$ cat src/rtl/regfile_burst_reader_if.sv
// Burst-request, register-file read and output-stream signals of regfile_burst_reader.
// The slave modport is the reader's view; master is the environment's.
interface regfile_burst_reader_if #(
  parameter int DATA_W = 16
);
  logic              start;
  logic [2:0]        start_addr;
  logic [3:0]        count;
  logic              busy;
  logic              done;
  logic              rf_enable_read;
  logic [2:0]        rf_addr;
  logic [DATA_W-1:0] rf_data;
  logic [DATA_W-1:0] out_data;
  logic              out_valid;
  logic              out_ready;

  modport slave (
    input  start, start_addr, count, rf_data, out_ready,
    output busy, done, rf_enable_read, rf_addr, out_data, out_valid
  );

  modport master (
    output start, start_addr, count, rf_data, out_ready,
    input  busy, done, rf_enable_read, rf_addr, out_data, out_valid
  );
endinterface

$ cat src/rtl/regfile_burst_reader.sv
// Reads a burst of up to 8 consecutive (mod 8) words from an 8-entry register file
// and streams them out through a two-entry buffer with valid/ready flow control.
module regfile_burst_reader #(
  parameter int DATA_W    = 16,
  parameter int BUF_DEPTH = 2
) (
  input logic                    clock,
  input logic                    reset,
  regfile_burst_reader_if.slave  bus
);
  typedef enum logic [1:0] {
    IDLE  = 2'd0,
    READ  = 2'd1,
    DRAIN = 2'd2
  } state_t;

  state_t            state_q, state_d;
  logic [2:0]        addr_q, addr_d;
  logic [3:0]        remaining_q, remaining_d;
  logic              inflight_q, inflight_d;
  logic [1:0]        occ_q, occ_d;
  logic              wr_ptr_q, wr_ptr_d;
  logic              rd_ptr_q, rd_ptr_d;
  logic [DATA_W-1:0] buf_q [2];
  logic [DATA_W-1:0] buf_d [2];
  logic              done_q, done_d;
  logic              pop;
  logic              issue;
  logic [1:0]        used;

  // Next-state, issue decision and buffer bookkeeping.
  always_comb begin
    state_d     = state_q;
    addr_d      = addr_q;
    remaining_d = remaining_q;
    done_d      = 1'b0;
    wr_ptr_d    = wr_ptr_q;
    rd_ptr_d    = rd_ptr_q;
    buf_d       = buf_q;
    pop         = (occ_q != 2'd0) && bus.out_ready;
    // Occupancy is counted net of the word leaving this cycle so a steady stream keeps one read per cycle.
    used        = occ_q + {1'b0, inflight_q} - {1'b0, pop};
    issue       = (state_q == READ) && (remaining_q != 4'd0) && (used < 2'(BUF_DEPTH));
    inflight_d  = issue;
    occ_d       = used;

    case (state_q)
      IDLE: begin
        if (bus.start) begin
          if (bus.count == 4'd0) begin
            done_d = 1'b1;
          end else begin
            addr_d      = bus.start_addr;
            remaining_d = (bus.count > 4'd8) ? 4'd8 : bus.count;
            state_d     = READ;
          end
        end else begin
          state_d = IDLE;
        end
      end
      READ: begin
        if (issue) begin
          addr_d      = addr_q + 3'd1;
          remaining_d = remaining_q - 4'd1;
          if (remaining_q == 4'd1) begin
            state_d = DRAIN;
          end else begin
            state_d = READ;
          end
        end else begin
          state_d = READ;
        end
      end
      DRAIN: begin
        if ((occ_q == 2'd0) && !inflight_q) begin
          state_d = IDLE;
          done_d  = 1'b1;
        end else begin
          state_d = DRAIN;
        end
      end
      default: begin
        state_d = IDLE;
      end
    endcase

    // Read data returns one cycle after its issue and lands at the write pointer.
    if (inflight_q) begin
      buf_d[wr_ptr_q] = bus.rf_data;
      wr_ptr_d        = ~wr_ptr_q;
    end else begin
      wr_ptr_d = wr_ptr_q;
    end

    if (pop) begin
      rd_ptr_d = ~rd_ptr_q;
    end else begin
      rd_ptr_d = rd_ptr_q;
    end
  end

  // State and datapath registers; reset abandons any burst in progress.
  always_ff @(posedge clock or posedge reset) begin
    if (reset) begin
      state_q     <= IDLE;
      addr_q      <= 3'd0;
      remaining_q <= 4'd0;
      inflight_q  <= 1'b0;
      occ_q       <= 2'd0;
      wr_ptr_q    <= 1'b0;
      rd_ptr_q    <= 1'b0;
      buf_q       <= '{default: '0};
      done_q      <= 1'b0;
    end else begin
      state_q     <= state_d;
      addr_q      <= addr_d;
      remaining_q <= remaining_d;
      inflight_q  <= inflight_d;
      occ_q       <= occ_d;
      wr_ptr_q    <= wr_ptr_d;
      rd_ptr_q    <= rd_ptr_d;
      buf_q       <= buf_d;
      done_q      <= done_d;
    end
  end

  assign bus.busy           = (state_q != IDLE);
  assign bus.done           = done_q;
  assign bus.rf_enable_read = issue;
  assign bus.rf_addr        = addr_q;
  assign bus.out_data       = buf_q[rd_ptr_q];
  assign bus.out_valid      = (occ_q != 2'd0);
endmodule

$ cat src/flat_wrapper.sv
// flat-port wrapper written by rule: the top's interface ports become plain ports
module regfile_burst_reader_flat 
#(
  parameter int DATA_W    = 16,
  parameter int BUF_DEPTH = 2
)
  (clock, reset, bus_start, bus_start_addr, bus_count, bus_rf_data, bus_out_ready, bus_busy, bus_done, bus_rf_enable_read, bus_rf_addr, bus_out_data, bus_out_valid);
  regfile_burst_reader_if #(.DATA_W(DATA_W)) bus_i ();
  input logic clock;
  input logic reset;
  input wire logic [$bits(bus_i.start)-1:0] bus_start;
  input wire logic [$bits(bus_i.start_addr)-1:0] bus_start_addr;
  input wire logic [$bits(bus_i.count)-1:0] bus_count;
  input wire logic [$bits(bus_i.rf_data)-1:0] bus_rf_data;
  input wire logic [$bits(bus_i.out_ready)-1:0] bus_out_ready;
  output wire logic [$bits(bus_i.busy)-1:0] bus_busy;
  output wire logic [$bits(bus_i.done)-1:0] bus_done;
  output wire logic [$bits(bus_i.rf_enable_read)-1:0] bus_rf_enable_read;
  output wire logic [$bits(bus_i.rf_addr)-1:0] bus_rf_addr;
  output wire logic [$bits(bus_i.out_data)-1:0] bus_out_data;
  output wire logic [$bits(bus_i.out_valid)-1:0] bus_out_valid;
  assign bus_i.start = bus_start;
  assign bus_i.start_addr = bus_start_addr;
  assign bus_i.count = bus_count;
  assign bus_i.rf_data = bus_rf_data;
  assign bus_i.out_ready = bus_out_ready;
  assign bus_busy = bus_i.busy;
  assign bus_done = bus_i.done;
  assign bus_rf_enable_read = bus_i.rf_enable_read;
  assign bus_rf_addr = bus_i.rf_addr;
  assign bus_out_data = bus_i.out_data;
  assign bus_out_valid = bus_i.out_valid;
  regfile_burst_reader #(.DATA_W(DATA_W), .BUF_DEPTH(BUF_DEPTH)) u_core (.clock(clock), .reset(reset), .bus(bus_i));
endmodule
$ cat config.mk
export PLATFORM = sky130hd
export DESIGN_NAME = regfile_burst_reader_flat
export DESIGN_NICKNAME = d
export VERILOG_FILES = /design/src/rtl/regfile_burst_reader_if.sv /design/src/rtl/regfile_burst_reader.sv /design/src/flat_wrapper.sv
export SDC_FILE = /design/constraint.sdc
export NUM_CORES = 1
export LEC_CHECK = 0
export ABC_AREA = 1
export ABC_CLOCK_PERIOD_IN_PS = 2400
export CORE_MARGIN = 3
export CORE_UTILIZATION = 51
export DETAILED_ROUTE_END_ITERATION = 8
export GPL_ROUTABILITY_DRIVEN = 0
export PLACE_DENSITY = 0.83
export SLEW_MARGIN = 40
export SYNTH_ARGS = -nofsm -noshare
export SYNTH_HDL_FRONTEND = slang
export SYNTH_SLANG_ARGS = --single-unit
$ cat constraint.sdc
create_clock -name clock -period 2.4 [get_ports clock]
set_input_delay 0.36 -clock clock [delete_from_list [all_inputs] [get_ports clock]]
set_output_delay 0.36 -clock clock [all_outputs]
set_load 0.01 [all_outputs]
==> results of run 1 <==
==> per-stage QoR <==
stage	power, mW	area (um2)	setup WS (ns)
2_1_floorplan	2.94	2360	0.294
3_3_place_gp	3.74	2910	-0.194
3_5_place_dp	3.82	2910	-0.220
4_1_cts	4.54	3060	0.00277
5_1_grt	5.00	3100	-0.0276
6_report	4.60	3100	0.0827
==> final timing paths <==
path                                         end              from  depth (start not counted)  slack, ns
max                           bus_rf_enable_read   u_core.occ_q[1]                         11       0.08
min in group clock              u_core.buf_q[27]  u_core.buf_q[27]                          2       0.49
max in group asynchronous        u_core.buf_q[1]             reset                          3       1.31
min reg2reg                     u_core.buf_q[27]  u_core.buf_q[27]                          2       0.49
min                        u_core.bus.rf_addr[1]             reset                          2       0.40
max reg2reg                u_core.remaining_q[2]   u_core.occ_q[1]                         13       0.43
==> cell type report <==
cell class                 count  area share
clock buffer                   6      0.0234
sequential                    47       0.379
tap                           52      0.0210
multi-input combinational    188       0.321
clock inverter                 2      0.0194
inverter                      36      0.0436
timing repair buffer          62       0.192
==> cell usage in the layout (no fill, tap or decap), types with 5 or more instances in the layout <==
cell,instances
buf_4,12
clkbuf_8,5
clkdlybuf4s50_1,48
dfrtp_1,47
inv_1,31
nand2_1,113
nand2_2,6
nand3_1,9
o21ai_0,19
o21ai_2,16
==> what timing repair did <==
action / 4_1_cts / 5_1_grt
buffers inserted: 2 / 1
endpoints found under the setup margin: 1 / 1
resized for setup: 7 / 6
hold endpoints to repair: 0 / 0
pin swaps: 2 / 2
==> power groups by stage <==
| stage | logic [mW] | registers, mW | clock network (mW) |
|---|---|---|---|
| after floorplan | 1.55 | 1.38 | 0 |
| after global placement | 2.33 | 1.41 | 0 |
| after detailed placement | 2.39 | 1.43 | 0 |
| after CTS | 2.44 | 1.42 | 0.690 |
| after global routing | 2.81 | 1.47 | 0.726 |
| final | 2.49 | 1.42 | 0.680 |
==> logic make-up after synthesis <==
group | count (synthesis)
AND/OR/NAND/NOR | 140
buffers and inverters | 47
flip-flops | 47
AO/OA/AOI/OAI | 40
adder cells (fa/ha/maj) | 5
XOR/XNOR | 3
==> state kept, by name (all words and copies together), names as in the netlist, 2 cells and up <==
name / count
u_core.buf_q: 32
u_core.bus.rf_addr: 3
u_core.occ_q: 2
u_core.remaining_q: 4
u_core.state_q: 2
==> layer usage <==
metal | wire length (um) | share of wire | vias to the layer above | track usage
li1 | - | - | 985 | -
met1 | 2190 | 0.44 | 920 | 0.249
met2 | 2450 | 0.49 | 51 | 0.337
met3 | 235 | 0.047 | 11 | 0.0311
met4 | 105 | 0.021 | 0 | 0.0724
met5 | 0 | 0 | - | 0
==> flow_summary_export.csv, run 1 <==
group,metric,value,unit
route,route.detailed.drc,0,
power_and_ir_drop,pwr-share-clk,0.148,
final_layout,fillerInstances,346,
logic_synthesis,ys_seq_elements,47,
global_route,grt_pass1_vias,1915,
final_layout,antenna_cells,0,
logic_synthesis,netlist_top_cells_area,"dfrtp_1 50%, nand2_1 18%, o21ai_2 5.9%, inv_1 5.4%, o21ai_0 4.0%",
clock_tree,cts.reportedPaths.clkPinSlew,0.08,ns
logic_synthesis,ys_seq_area_frac,0.498,
timing,worst_pin_slew,0.549,ns
clock_tree,clk_latency,0.30,ns
floorplan,start_util,0.535,
clock_tree,ctsHoldBuffers,0,
power_and_ir_drop,ir_drop,1040,uV
setup_path,cp_slowest_cell,"dfrtp_1",
route,vias,1967,
timing,fin_crit_sh,0.966,
route,wl,4980,um
setup_path,worstPathMaxFanout,2,
timing,fin_skew,0.00566,ns
power_and_ir_drop,swShare,0.395,
worst_hold_path,hp-class,"input port to async pin",
place,dp_hpwl,3340,um
setup_path,worstPathCellList,"or2_4 > nand2_2 > inv_1 > ha_4 > inv_2 > ha_4 > inv_2 > nand2_2 > nand3_4 > inv_1 > buf_2",
logic_synthesis,ys_top_cells_by_count,"116 x nand2_1, 47 x dfrtp_1, 34 x inv_1, 19 x o21ai_0, 16 x o21ai_2",
floorplan,die_y,74.0,um
setup_path,arrival,1.96,ns
job,maxCapViolations,0,
logic_synthesis,synthMuxAreaShare,0,
setup_path,critPathRequiredTime,2.04,ns
floorplan,dieArea,5480,um2
logic_synthesis,synth_cell_types,28,
setup_path,end_kind,"output port",
setup_path,cp_slowest_stage_delay,0.39,ns
setup_path,crit_family,"simple AND/OR/NAND/NOR gates",
floorplan,num_rows,24,
logic_synthesis,synth_top_family_by_area,"simple AND/OR/NAND/NOR gates",
timing,max_freq,0.432,GHz
logic_synthesis,synth_edf_count,0,
floorplan,die_w,74.0,um
power_and_ir_drop,leakage,1.59,nW
timing,hold_viol_final,0,
clock_tree,clock-root-buffer,"clkbuf_8",
route,first_iter_violations,111,
logic_synthesis,synthAdderAreaFrac,0.0265,
final_layout,regArea,1180,um2
clock_tree,cts.sinks,47,
logic_synthesis,ys.warnings.count,0,
power_and_ir_drop,p_int,2.78,mW
timing,timing.final.max_slew_violations,0,
final_layout,fin_nets,372,
timing,slew_headroom,0.633,
logic_synthesis,synth_nets,314,
power_and_ir_drop,comb_power_share,0.542,
logic_synthesis,yosysMostFrequentCell,"nand2_1",
route,firstDrtPassIters,4,
timing,fin_setup_tns,0,ns
power_and_ir_drop,p_seq_frac,0.310,
clock_tree,cts_tree,"built",
final_layout,multi_input_area,995,um2
logic_synthesis,synth_compound_area_frac,0.118,
clock_tree,cts_max_level,2,
global_route,grt_max_degree,33,
logic_synthesis,async_flop_share,1.00,
logic_synthesis,netlist_area,2360,um2
place,numPortBuffers,49,
floorplan,ioPinCount,50,
floorplan,fp.coreArea,4410,um2
global_route,grtUsageTotal,0.196,
logic_synthesis,synthCells,282,
logic_synthesis,synth.top_cell.area_share,0.498,
route,drtAntennaViolNets,0,
power_and_ir_drop,power.net_switching,1.82,mW
final_layout,drive_gt1_frac,0.161,
global_route,grt_remaining_overflow,0,
timing,fin_crit,2.32,ns
setup_path,criticalPathCategory,"flip-flop to output port",
timing,timing.hold.ws,0.404,ns
route,vias_per_cell,5.01,
route,avgRoutedWirePerCell,12.7,um
place,dp.cells,382,
setup_path,startpoint_type,"flip-flop",
logic_synthesis,yosys.area_share.simple,0.249,
clock_tree,cts_buffers,5,
logic_synthesis,synth_top_flop_cell,"dfrtp_1",
setup_path,path_buf_inv,5,
logic_synthesis,yosys.area_share.xor_xnor,0.0111,
final_layout,post-route-util,0.702,
logic_synthesis,avgSynthCellArea,8.37,um2
final_layout,fin_cells,393,
final_layout,area_growth,31.3,%
global_route,antenna_found_initial,0,
outcome,status,"complete, no violations",
timing,setup_viol,0,
clock_tree,clockBufferDepth,2,
power_and_ir_drop,power_density,1480,nW/um2
global_route,grt_pass1_wl,8310,um
logic_synthesis,synth.largest_area_cell,"dfrtp_1",
(Power assumes the default switching activity.)
==> run 2: changes to the inputs <==
--- a/config.mk
+++ b/config.mk
@@ -6,12 +6,12 @@
 export NUM_CORES = 1
 export LEC_CHECK = 0
 export ABC_AREA = 1
-export ABC_CLOCK_PERIOD_IN_PS = 2400
+export ABC_CLOCK_PERIOD_IN_PS = 2700
 export CORE_MARGIN = 3
-export CORE_UTILIZATION = 51
+export CORE_UTILIZATION = 54
 export DETAILED_ROUTE_END_ITERATION = 8
 export GPL_ROUTABILITY_DRIVEN = 0
-export PLACE_DENSITY = 0.83
+export PLACE_DENSITY_LB_ADDON = 0.1
 export SLEW_MARGIN = 40
 export SYNTH_ARGS = -nofsm -noshare
 export SYNTH_HDL_FRONTEND = slang
==> constraint.sdc (replaced) <==
create_clock -name clock -period 2.7 [get_ports clock]
set_input_delay 0.405 -clock clock [delete_from_list [all_inputs] [get_ports clock]]
set_output_delay 0.405 -clock clock [all_outputs]
set_load 0.01 [all_outputs]
==> run 2 against run 1 <==
Against the previous run:
- power down 16%
- register-to-register slack better by 0.18 ns
- setup slack better by 0.12 ns
- critical path depth unchanged
- cell count down 2.0%
- die area down 5.1%
- core utilization up 2.5 points
- sequential share of layout area up 1.3 points
- largest power group unchanged
==> flow_summary_export.csv, run 2 (synthesized netlist as in run 1, its figures left out) <==
group,metric,value,unit
setup_path,crit_top_cell,"inv_1",
route,wl,4820,um
place,placed_area,2870,um2
timing,fin_crit_sh,0.926,
setup_path,crit_family,"simple AND/OR/NAND/NOR gates",
timing,fin_skew,0.00450,ns
setup_path,cp_slowest_stage_delay,0.39,ns
final_layout,antenna_cells,0,
worst_hold_path,hp-class,"input port to async pin",
route,top_layer,"met4",
timing,fin_setup_tns,0,ns
final_layout,layout_commonest_cell,"nand2_1",
route,vias_per_cell,4.94,
clock_tree,cts_buffers,5,
floorplan,num_rows,23,
setup_path,r2r_cells,12,
clock_tree,ctsHoldBuffers,0,
setup_path,criticalPathCategory,"flip-flop to output port",
power_and_ir_drop,power_density,1290,nW/um2
power_and_ir_drop,leakage,1.54,nW
global_route,grt_max_degree,34,
global_route,antenna_found_initial,0,
setup_path,path_buf_inv,5,
outcome,status,"complete, no violations",
setup_path,critPathRequiredTime,2.30,ns
floorplan,die_y,72.1,um
route,wl_met1,2180,um
final_layout,fin_nets,366,
final_layout,area_growth,26.8,%
final_layout,stdcell_area,2990,um2
global_route,grt_pass1_vias,1913,
clock_tree,cts.reportedPaths.clkPinSlew,0.09,ns
place,dp_hpwl,3270,um
setup_path,worstPathCellList,"or2_2 > nand2_2 > inv_1 > ha_1 > inv_1 > ha_2 > inv_1 > nand2_2 > nand3_4 > inv_1 > clkbuf_2",
final_layout,regArea,1180,um2
timing,hold_viol_final,0,
floorplan,die_w,72.1,um
setup_path,worstPathMaxFanout,4,
clock_tree,cts_max_level,2,
final_layout,multi_input_area,970,um2
final_layout,drive_gt1_frac,0.140,
timing,max_freq,0.400,GHz
timing,worst_pin_slew,0.550,ns
clock_tree,cts.sinks,47,
timing,timing.final.max_slew_violations,0,
clock_tree,clockBufferDepth,2,
global_route,grt_remaining_overflow,0,
clock_tree,cts_tree,"built",
route,drtAntennaViolNets,0,
final_layout,regMostFlops,"u_core.buf_q",
timing,fin_crit,2.50,ns
job,maxCapViolations,0,
global_route,grt_pass1_wl,8340,um
floorplan,dieArea,5200,um2
setup_path,cp_slowest_cell,"dfrtp_1",
floorplan,ioPinCount,50,
route,route.detailed.drc,0,
route,wl_met3,218,um
place,numPortBuffers,49,
timing,slew_headroom,0.631,
timing,rsz0062_at_grt,"no",
floorplan,fp.coreArea,4120,um2
final_layout,fillerInstances,328,
power_and_ir_drop,ir_drop,816,uV
setup_path,startpoint_type,"flip-flop",
floorplan,start_util,0.574,
route,first_iter_violations,168,
route,avgRoutedWirePerCell,12.5,um
route,vias,1903,
clock_tree,clock-root-buffer,"clkbuf_8",
global_route,grtUsageTotal,0.206,
route,dr_wl_met2,2330,um
route,firstDrtPassIters,4,
timing,timing.hold.ws,0.402,ns
setup_path,end_kind,"output port",
final_layout,largest_register_ffs,32,
clock_tree,clk_latency,0.30,ns
timing,setup_viol,0,
setup_path,arrival,2.09,ns
setup_path,crit_cells,11,
final_layout,layout_common_cells,"113 x nand2_1, 48 x clkdlybuf4s50_1, 47 x dfrtp_1, 33 x inv_1, 19 x o21ai_0",
clock_tree,post_cts_buffers,0,
run 2: cell count changes in the layout (fill, tap and decap cells not counted), moves of 2 or more:
| cell | change |
|---|---|
| buf_4 | -5 |
| ha_4 | -2 |
| inv_1 | +2 |
| inv_2 | -2 |
run 2: worst register-to-register path: cells and delay by family, from the launching register on:
family,cells,cell delay (ns)
adder cells (fa/ha/maj),2,0.46
buffers and inverters,3,0.27
flip-flops,1,0.39
AND/OR/NAND/NOR,7,0.85
run 2: what timing repair did:
item,4_1_cts,5_1_grt
endpoints found under the setup margin,1,1
cloned,0,0
resized for setup,1,6
run 2: report_power, final:
group	internal (mW)	switching [mW]	leakage [nW]	total, mW
Combinational	0.949	1.13	0.906	2.08
Sequential	1.05	0.211	0.579	1.26
Clock	0.276	0.237	0.0581	0.513
run 2: path summary, 6_finish.rpt:
path	startpoint	endpoint	slack, ns
setup / recovery	u_core.occ_q[1]	bus_rf_enable_read	0.20
hold / removal	reset	u_core.buf_q[30]	0.40
setup reg to reg	u_core.occ_q[1]	u_core.remaining_q[2]	0.61
hold reg to reg	u_core.buf_q[30]	u_core.buf_q[30]	0.49
max in group asynchronous	reset	u_core.remaining_q[1]	1.58
min in group clock	u_core.buf_q[30]	u_core.buf_q[30]	0.49
run 2: cell type report:
type | instances | share of cell area
Clock buffer | 5 | 0.0230
Clock inverter | 3 | 0.0146
Inverter | 36 | 0.0451
Multi-Input combinational cell | 188 | 0.324
Sequential cell | 47 | 0.393
Tap cell | 50 | 0.0209
Timing Repair Buffer | 56 | 0.180
run 2: routing by layer:
layer / global-route usage / up-vias
met5: 0 / -
li1: - / 978
met3: 0.0471 / 8
met4: 0.0898 / 0
met1: 0.261 / 873
met2: 0.340 / 44
run 2: through the flow:
| stage | power (mW) | instances | util | setup WS [ns] |
|---|---|---|---|---|
| global route | 4.21 | 385 | 0.728 | 0.0192 |
| detailed placement | 3.35 | 377 | 0.698 | 0.00872 |
| floorplan | 2.61 | 282 | - | 0.549 |
| CTS | 3.87 | 385 | 0.725 | 0.0146 |
| finish | 3.86 | 385 | 0.728 | 0.200 |
| global placement | 3.28 | 377 | 0.698 | 0.0542 |
==> run 3: changes to the inputs <==
--- a/config.mk
+++ b/config.mk
@@ -12,7 +12,7 @@
 export DETAILED_ROUTE_END_ITERATION = 8
 export GPL_ROUTABILITY_DRIVEN = 0
 export PLACE_DENSITY_LB_ADDON = 0.1
-export SLEW_MARGIN = 40
+export SLEW_MARGIN = 20
 export SYNTH_ARGS = -nofsm -noshare
 export SYNTH_HDL_FRONTEND = slang
 export SYNTH_SLANG_ARGS = --single-unit
==> run 3 against run 2 <==
Against the previous run:
- count of clock-buffer cells in the layout stayed put
- die area stayed put
- clock skew is 0.0012 ns higher
- flip-flop and latch count stayed put
- cell count stayed put
- via count is 0.21% higher
- first-iteration DRC count is 12% higher
- sequential share of layout area is 0.066 points higher
- fmax is 0.27% lower
- global-route usage hardly changed
- non-clock buffer count stayed put
- critical path type unchanged
- highest routed layer unchanged
==> flow_summary_export.csv, run 3 (synthesized netlist as in run 1, its figures left out) <==
group,metric,value,unit
power_and_ir_drop,power,3.83,mW
final_layout,largest_register_ffs,32,
setup_path,r2r_cells,12,
final_layout,area_growth,26.6,%
route,vias_per_cell,4.95,
clock_tree,cts_buffers,5,
setup_path,criticalPathCategory,"flip-flop to output port",
route,wl_met1,2040,um
floorplan,fp.coreArea,4120,um2
setup_path,startpoint_type,"flip-flop",
global_route,grt_remaining_overflow,0,
setup_path,crit_start,"u_core.occ_q[1]",
route,vias,1907,
clock_tree,cts_max_level,2,
setup_path,worstPathMaxFanout,4,
setup_path,end_kind,"output port",
route,top_layer,"met4",
final_layout,layout_common_cells,"115 x nand2_1, 48 x clkdlybuf4s50_1, 47 x dfrtp_1, 33 x inv_1, 19 x o21ai_0",
route,wl_met3,282,um
place,placed_area,2870,um2
clock_tree,clock-root-buffer,"clkbuf_8",
setup_path,crit_cells,11,
final_layout,fin_cells,385,
floorplan,ioPinCount,50,
setup_path,crit_family,"simple AND/OR/NAND/NOR gates",
clock_tree,cts.reportedPaths.clkPinSlew,0.09,ns
setup_path,crit_top_cell,"inv_1",
final_layout,antenna_cells,0,
floorplan,die_w,72.1,um
timing,fin_skew,0.00570,ns
timing,fin_setup_tns,0,ns
final_layout,fillerInstances,333,
clock_tree,cts_tree,"built",
final_layout,fin_nets,366,
global_route,grtUsageTotal,0.207,
final_layout,layout_commonest_cell,"nand2_1",
worst_hold_path,hp-class,"input port to async pin",
power_and_ir_drop,power_density,1280,nW/um2
place,dp.cells,377,
route,wl,4760,um
setup_path,critPathRequiredTime,2.30,ns
global_route,grt_max_degree,34,
timing,timing.hold.ws,0.404,ns
clock_tree,ctsHoldBuffers,0,
clock_tree,clk_latency,0.30,ns
timing,worst_pin_slew,0.917,ns
floorplan,num_rows,23,
place,dp_hpwl,3270,um
route,route.detailed.drc,0,
clock_tree,cts.sinks,47,
setup_path,path_buf_inv,5,
final_layout,regMostFlops,"u_core.buf_q",
final_layout,stdcell_area,2990,um2
route,firstDrtPassIters,4,
global_route,antenna_found_initial,0,
route,drtAntennaViolNets,0,
power_and_ir_drop,ir_drop,826,uV
route,dr_wl_met2,2360,um
power_and_ir_drop,leakage,1.54,nW
global_route,grt_pass1_vias,1879,
timing,setup_viol,0,
setup_path,arrival,2.10,ns
floorplan,die_y,72.1,um
floorplan,start_util,0.574,
setup_path,reg2reg_from,"u_core.occ_q[1]",
place,numPortBuffers,49,
clock_tree,clockBufferDepth,2,
floorplan,dieArea,5200,um2
setup_path,cp_slowest_stage_delay,0.39,ns
timing,slew_headroom,0.387,
timing,fin_crit_sh,0.928,
job,maxCapViolations,0,
setup_path,cp_slowest_cell,"dfrtp_1",
route,avgRoutedWirePerCell,12.4,um
timing,fin_crit,2.51,ns
route,first_iter_violations,188,
outcome,status,"complete, no violations",
final_layout,drive_gt1_frac,0.134,
timing,timing.final.max_slew_violations,0,
timing,max_freq,0.399,GHz
timing,rsz0062_at_grt,"no",
clock_tree,post_cts_buffers,0,
global_route,grt_pass1_wl,8340,um
timing,hold_viol_final,0,
setup_path,worstPathCellList,"or2_2 > nand2_2 > inv_1 > ha_1 > inv_1 > ha_2 > inv_1 > nand2_1 > nand3_4 > inv_1 > clkbuf_2",
run 3: report_power, final:
| group | switching, mW | internal, mW | total (mW) |
|---|---|---|---|
| combinational | 1.11 | 0.946 | 2.06 |
| clock | 0.237 | 0.276 | 0.513 |
| sequential | 0.206 | 1.05 | 1.26 |
run 3: final timing paths:
check | to | slack (ns)
hold / removal | u_core.buf_q[31] | 0.40
min in group clock | u_core.buf_q[30] | 0.48
hold reg to reg | u_core.buf_q[30] | 0.48
setup reg to reg | u_core.remaining_q[2] | 0.61
max in group asynchronous | u_core.bus.rf_addr[2] | 1.56
setup / recovery | bus_rf_enable_read | 0.19
run 3: worst register-to-register path: cells and delay by family, from the launching register on:
family | cells | cell delay [ns]
AND/OR/NAND/NOR | 7 | 0.85
adder cells (fa/ha/maj) | 2 | 0.46
flip-flops | 1 | 0.39
buffers and inverters | 3 | 0.28
run 3: stage by stage:
step                 util  setup slack (ns)
floorplan               -             0.549
global placement    0.698            0.0542
detailed placement  0.698           0.00872
CTS                 0.726            0.0153
global route        0.726            0.0143
finish              0.726             0.193
run 3: area by class of cell:
cell class / instances / area, um2 / share of cell area
flip-flops and latches: 47 / 1180 / 0.393
inverters: 36 / 135 / 0.0452
repair buffers: 56 / 538 / 0.180
well taps: 50 / 62.6 / 0.0209
clock buffers: 5 / 68.8 / 0.0230
multi-input cells: 188 / 965 / 0.323
clock inverters: 3 / 43.8 / 0.0147
run 3: repair_timing:
item | in CTS | in global routing
resized for setup | 2 | 4
hold endpoints to repair | 0 | 0
endpoints found under the setup margin | 1 | 1
run 3: layer usage:
| metal | up-vias | track usage |
|---|---|---|
| met5 | - | 0 |
| met2 | 51 | 0.343 |
| met3 | 8 | 0.0485 |
| li1 | 979 | - |
| met4 | 0 | 0.0772 |
| met1 | 869 | 0.263 |
